### src/rtl/sseg_scan_mux.sv
// Scan controller for common-anode seven-segment digits. It double-buffers the
// displayed value, blanks leading zeros and holds a guard interval with all anodes off.
module sseg_scan_mux #(
  parameter int NUM_DIGITS  = 4,
  parameter int REFRESH_DIV = 50000,
  parameter int GUARD       = 1
) (
  input  logic                      CLK,
  input  logic                      RST_L,
  input  logic [4*NUM_DIGITS-1:0]   VALUE,
  input  logic                      LOAD,
  input  logic                      BLANK_LZ,
  output logic [3:0]                B,
  output logic [NUM_DIGITS-1:0]     AN_L,
  output logic                      UPD
);

  localparam int CW = $clog2(REFRESH_DIV);
  localparam int IW = $clog2(NUM_DIGITS);
  localparam int DW = 4 * NUM_DIGITS;
  localparam logic [CW-1:0] CNT_LAST = CW'(REFRESH_DIV - 1);
  localparam logic [CW-1:0] GUARD_C  = CW'(GUARD);
  localparam logic [IW-1:0] IDX_LAST = IW'(NUM_DIGITS - 1);

  logic [CW-1:0]         cnt_q, cnt_d;
  logic [IW-1:0]         idx_q, idx_d;
  logic [DW-1:0]         disp_q, disp_d;
  logic [DW-1:0]         pend_q, pend_d;
  logic                  pend_v_q, pend_v_d;
  logic [3:0]            b_q, b_d;
  logic [NUM_DIGITS-1:0] an_l_q, an_l_d;
  logic                  upd_q, upd_d;

  logic                  tick;
  logic                  wrap;
  logic                  in_guard;
  logic                  zero_above;
  logic [NUM_DIGITS-1:0] blank;

  always_comb begin
    tick     = (cnt_q == CNT_LAST);
    wrap     = tick && (idx_q == IDX_LAST);
    cnt_d    = tick ? '0 : cnt_q + 1'b1;
    idx_d    = idx_q;
    if (tick) idx_d = (idx_q == IDX_LAST) ? '0 : idx_q + 1'b1;

    // A load on the wrap cycle still commits the old pend; the new value waits a frame.
    disp_d   = (wrap && pend_v_q) ? pend_q : disp_q;
    upd_d    = wrap && pend_v_q;
    pend_d   = LOAD ? VALUE : pend_q;
    pend_v_d = pend_v_q;
    if (LOAD)      pend_v_d = 1'b1;
    else if (wrap) pend_v_d = 1'b0;
  end

  // Digit i is blanked when it and every higher digit are zero; digit 0 never is.
  always_comb begin
    zero_above = 1'b1;
    blank      = '0;
    for (int i = NUM_DIGITS - 1; i >= 1; i--) begin
      zero_above = zero_above && (disp_q[4*i +: 4] == 4'h0);
      blank[i]   = BLANK_LZ && zero_above;
    end
  end

  always_comb begin
    in_guard = (cnt_q < GUARD_C);
    b_d      = 4'h0;
    an_l_d   = '1;
    for (int i = 0; i < NUM_DIGITS; i++) begin
      if (idx_q == IW'(i)) begin
        b_d = disp_q[4*i +: 4];
        if (!in_guard && !blank[i]) an_l_d[i] = 1'b0;
      end
    end
  end

  always_ff @(posedge CLK or negedge RST_L) begin
    if (!RST_L) begin
      cnt_q    <= '0;
      idx_q    <= '0;
      disp_q   <= '0;
      pend_q   <= '0;
      pend_v_q <= 1'b0;
      b_q      <= 4'h0;
      an_l_q   <= '1;
      upd_q    <= 1'b0;
    end else begin
      cnt_q    <= cnt_d;
      idx_q    <= idx_d;
      disp_q   <= disp_d;
      pend_q   <= pend_d;
      pend_v_q <= pend_v_d;
      b_q      <= b_d;
      an_l_q   <= an_l_d;
      upd_q    <= upd_d;
    end
  end

  assign B    = b_q;
  assign AN_L = an_l_q;
  assign UPD  = upd_q;

endmodule

### config.mk
export PLATFORM = sky130hd
export DESIGN_NAME = sseg_scan_mux
export DESIGN_NICKNAME = d
export VERILOG_FILES = /design/src/rtl/sseg_scan_mux.sv
export SDC_FILE = /design/constraint.sdc
export NUM_CORES = 1
export LEC_CHECK = 0
export CORE_MARGIN = 2
export CORE_UTILIZATION = 45
export DETAILED_ROUTE_END_ITERATION = 7
export GPL_TIMING_DRIVEN = 0
export PLACE_DENSITY = 0.75
export SYNTH_ARGS = -nofsm -noshare
export SYNTH_HDL_FRONTEND = slang
export SYNTH_SLANG_ARGS = --single-unit
export TNS_END_PERCENT = 10
### constraint.sdc
create_clock -name CLK -period 3.09 [get_ports CLK]
set_input_delay 0.927 -clock CLK [delete_from_list [all_inputs] [get_ports CLK]]
set_output_delay 0.927 -clock CLK [all_outputs]
set_load 0.02 [all_outputs]
After elaboration in Yosys (flattened, before gate mapping)
Cells that the tools add are included.
Storage, ports and cells
  register bits: 60
  input bits: 20
  output and inout port bits: 9
  logic and storage cells: 50
Cells by class
  $add $sub $neg: 2
  $lt $le $gt $ge: 1
  equality and inequality tests: 4
  mux-type cells: 16
  reductions and logical operators: 19
Operators by type and width (count)
  $add 16x1->16 const B: 1
  $eq 16x16->1 const B: 1
  $lt 16x1->1 const B: 1
  $mux 16: 1
  $mux 4: 4
  $logic_not 4->1: 3
  $logic_and 1x1->1: 10
  $mux 1: 10
  $eq 2x2->1 const B: 2
  $logic_not 1->1: 4
  $add 2x1->2 const B: 1
  $eq 2x1->1 const B: 1
  $logic_not 2->1: 1
  $mux 2: 1
  $reduce_bool 2->1: 1

Logic depth before layout (Yosys ltp)
  word-level depth: 8
  mapped depth: 7
  gate-level depth less buffers: 6

Worst setup path before layout
Ideal clock, no wire load.
  kind: reg-to-reg
  start point: register cnt_q[11]
  end point: register disp_q[10]
  setup time: 0.125 ns
  arrival: 2.078 ns
  required time: 2.965 ns
  path slack: 0.887 ns
  cell stages (with the launch flop): 7
  path buffers: 2
  cell sequence: dfrtp_1 -> or4_4 -> nor4_4 -> and3_1 -> buf_6 -> buf_12 -> mux2_4
On the way
  longest elaborated chain between the ends: 3
Ends and longest elaborated chain
  from (decl): line 25  | logic [CW-1:0] cnt_q, cnt_d;
  from (signal assigned): line 89  | cnt_q <= cnt_d;
  $eq 16x16->1: line 41  | tick = (cnt_q == CNT_LAST);
  $logic_and 1x1->1: line 42  | wrap = tick && (idx_q == IDX_LAST);
  $logic_and 1x1->1
  net upd_d: line 32  | logic upd_q, upd_d;
  to (signal assigned): line 91  | disp_q <= disp_d;
  to (decl): line 27  | logic [DW-1:0] disp_q, disp_d;
The timed path passes the listed nets, and every way through them passes these cells.
A chain may end at the register's enable or synchronous reset.

Worst setup path in the final report
  start point: register cnt_q[11]
  end point: register disp_q[8]
The elaborated chain is that of the path after synthesis.

==> impl_metrics.csv <==
group,metric,value,unit
hold_path,hp-start,"pend_v_q$_DFFE_PN0P_",
hold_path,worstHoldPathType,"flop to flop",
final_layout,diodes,0,
detailed_routing,dr.first_iter.drc_count,122,
global_route,grt_pass1_wl,7.71,mm
placement,place.gp.congestion,0.872,
sta,fmax,419,MHz
critical_path,path_cells,"or4_4, nor4_4, and3_1, buf_6, buf_12, mux2_4",
final_layout,layout_commonest_cell,"dfrtp_1",
pwr,power,1500,uW
yosys,syn_inst,201,
critical_path,path_class,"flop to flop",
final_layout,syn_to_final_growth,21.2,%
critical_path,arrival,2610,ps
yosys,synth_fa_ha_area_frac,0.0289,
critical_path,start_kind,"flop",
die,start_util,0.469,
detailed_routing,drt-met1-wl,2.16,mm
detailed_routing,drt_pass1_iterations,4,
flow_run,cap_violations,0,
pwr,p_leak,0.00139,uW
clock_network,cts_root_buffer,"clkbuf_8",
sta,hold_viol_final,0,
yosys,ys_ff_latch,60,
clock_network,htree_levels,3,
yosys,yosysWarnings,0,
yosys,yosys-mux-area-fraction,0.152,
global_route,grt_overflow,0,
clock_network,clock_latency,330,ps
detailed_routing,dr_total_vias,1648,
placement,dpl_cell_area,2970,sq um
critical_path,crit_slowest_cell,"or4_4",
die,die_x,80.0,um
global_route,grtUsageTotal,0.164,
global_route,antenna_found_initial,0,
clock_network,cts_tree,"built",
critical_path,reg2reg_from,"cnt_q[11]$_DFF_PN0_",
yosys,synth_edf_count,0,
pwr,ir_worst_vdd,0.338,mV
global_route,grt_max_degree,33,
final_layout,nFillCells,478,
placement,dpl.cell_count,301,
detailed_routing,vias_per_cell,5.20,
yosys,ys_async_sr_fraction,1.00,
die,ios,29,
placement,hpwl,3.18,mm
yosys,synth_top_family_by_area,"multiplexers",
final_layout,fin_area,3150,sq um
detailed_routing,antenna_left,0,
clock_network,cts_setup_buffers,0,
sta,finalSetupViolations,0,
global_route,grt_pass1_vias,1623,
clock_network,clkSinkCount,60,
die,die-height,80.0,um
placement,portBuffers,27,
sta,worst_pin_slew,715,ps
clock_network,cts_hold_buf,0,
placement,pre_cts_ws,718,ps
critical_path,r2r_slack,700,ps
die,num_rows,27,
critical_path,cp_max_fo,10,
detailed_routing,wl_per_cell,14.2,um
detailed_routing,wl_met3,202,um
detailed_routing,top_layer,"met4",
yosys,avgSynthCellArea,12.9,sq um
status,status,"complete, no violations",
detailed_routing,wl,4.49,mm
sta,relSlewSlack,0.524,
final_layout,fin_cells,317,
sta,finalMaxSlewViolations,0,
yosys,synth-xor-area-share,0.0472,
yosys,synthSimpleGateAreaFrac,0.130,
yosys,syn-num-nets,227,
sta,fin_crit,2390,ps
critical_path,cpPeakStageDelay,560,ps
final_layout,drive_gt1_frac,0.241,
critical_path,worstPathRequired,3310,ps
critical_path,startpoint,"cnt_q[11]$_DFF_PN0_",
sta,final.setup_skew,10.2,ps
yosys,syn_area,2600,sq um
clock_network,cts_made_buffers,9,
yosys,synth_compound_area_frac,0.0342,
detailed_routing,route.detailed.drc,0,
final_layout,mostFrequentLayoutCells,"dfrtp_1, clkdlybuf4s50_1, mux2_2",
final_layout,finalNetCount,266,
sta,timing.final.ws_setup,702,ps
die,core_area,5540,sq um
yosys,synthFlopType,"dfrtp_1",
sta,fin_crit_sh,0.773,
detailed_routing,route.met2.wl,2.02,mm
clock_network,path_clk_slew,70,ps
die,dieArea,6400,sq um
yosys,seq_area_frac_synth,0.580,
clock_network,ctsResizeCount,0,
sta,tns,0,ps
yosys,synth_cell_type_count,32,
pwr,powerDensity,476,nW/um^2
clock_network,cts_buffer_depth,2,
critical_path,critPathCaptureType,"flop",
sta,rsz0062_at_grt,"false",
cells by family (layout without fill, tap and decap cells):
| kind of cell | Yosys count | in the layout |
|---|---|---|
| buffers and inverters | 13 | 57 |
| AND/OR/NAND/NOR | 63 | 63 |
| flip-flops | 60 | 60 |
| adder cells (fa/ha/maj) | 6 | 6 |
| AO/OA/AOI/OAI | 13 | 13 |
| XOR/XNOR | 14 | 14 |
| multiplexers | 32 | 32 |
report_power, final:
group	internal, uW	total (uW)	leakage [uW]	switching (uW)
logic	41.1	68.1	0.000532	26.9
clock network	292	612	0.0000856	319
registers	806	818	0.000768	11.3
worst max-delay path: cells and delay by family (launching register included):
kind                   cells  cell delay, ps
buffers and inverters      2             310
DFF                        1             450
muxes                      1             300
and+or+nand+nor            3            1200
metal layers:
| metal | track usage | vias up |
|---|---|---|
| met5 | 0 | - |
| met4 | 0.114 | 0 |
| met3 | 0.0407 | 9 |
| met2 | 0.227 | 50 |
| met1 | 0.224 | 806 |
| li1 | - | 783 |
flip-flops by register name, summed over array words and instances (netlist names):
name	count
cnt_q	16
pend_v_q	1
AN_L	4
pend_q	16
UPD	1
disp_q	16
idx_q	2
B	4
synthesized netlist by cell type, types with 2 or more instances:
master    instances  area share
a21oi_1           2      0.0039
a221oi_1          3       0.010
clkbuf_1          4      0.0058
dfrtp_1          56        0.54
dfstp_2           4       0.040
ha_1              6       0.029
inv_1             6      0.0087
mux2_2           23        0.10
mux2_4            9       0.052
nand2_1          13       0.019
nand3_1           9       0.017
nand4_1           7       0.017
nor2_1           14       0.020
nor2b_1           5       0.012
nor3_1            3      0.0058
nor4_1            5       0.012
o21ai_0           3      0.0058
o31ai_1           3      0.0087
xnor2_1          10       0.034
xor2_1            4       0.013
cell type report:
cell class	instances	area, sq um	area share
clock inverters	7	51.3	0.0163
inverters	6	22.5	0.00715
flip-flops and latches	60	1510	0.479
clock buffers	9	124	0.0393
plain buffers	7	51.3	0.0163
repair buffers	28	285	0.0906
well taps	72	90.1	0.0286
multi-input cells	128	1020	0.323
through the flow:
stage                util  hold WS, ps
finish              0.568          489
global route        0.568          522
CTS                 0.568          490
detailed placement  0.537          467
global placement    0.534          455
floorplan               -          442
worst paths after layout:
check,to,cells past startpoint
worst min-delay path,pend_v_q$_DFFE_PN0P_,1
min in group asynchronous,cnt_q[13]$_DFF_PN0_,1
worst min register to register,pend_v_q$_DFFE_PN0P_,1
max in group asynchronous,disp_q[8]$_DFFE_PN0P_,2
worst max-delay path,disp_q[8]$_DFFE_PN0P_,6
worst max register to register,disp_q[8]$_DFFE_PN0P_,6
Note: power is estimated with default switching activity, not from simulation.
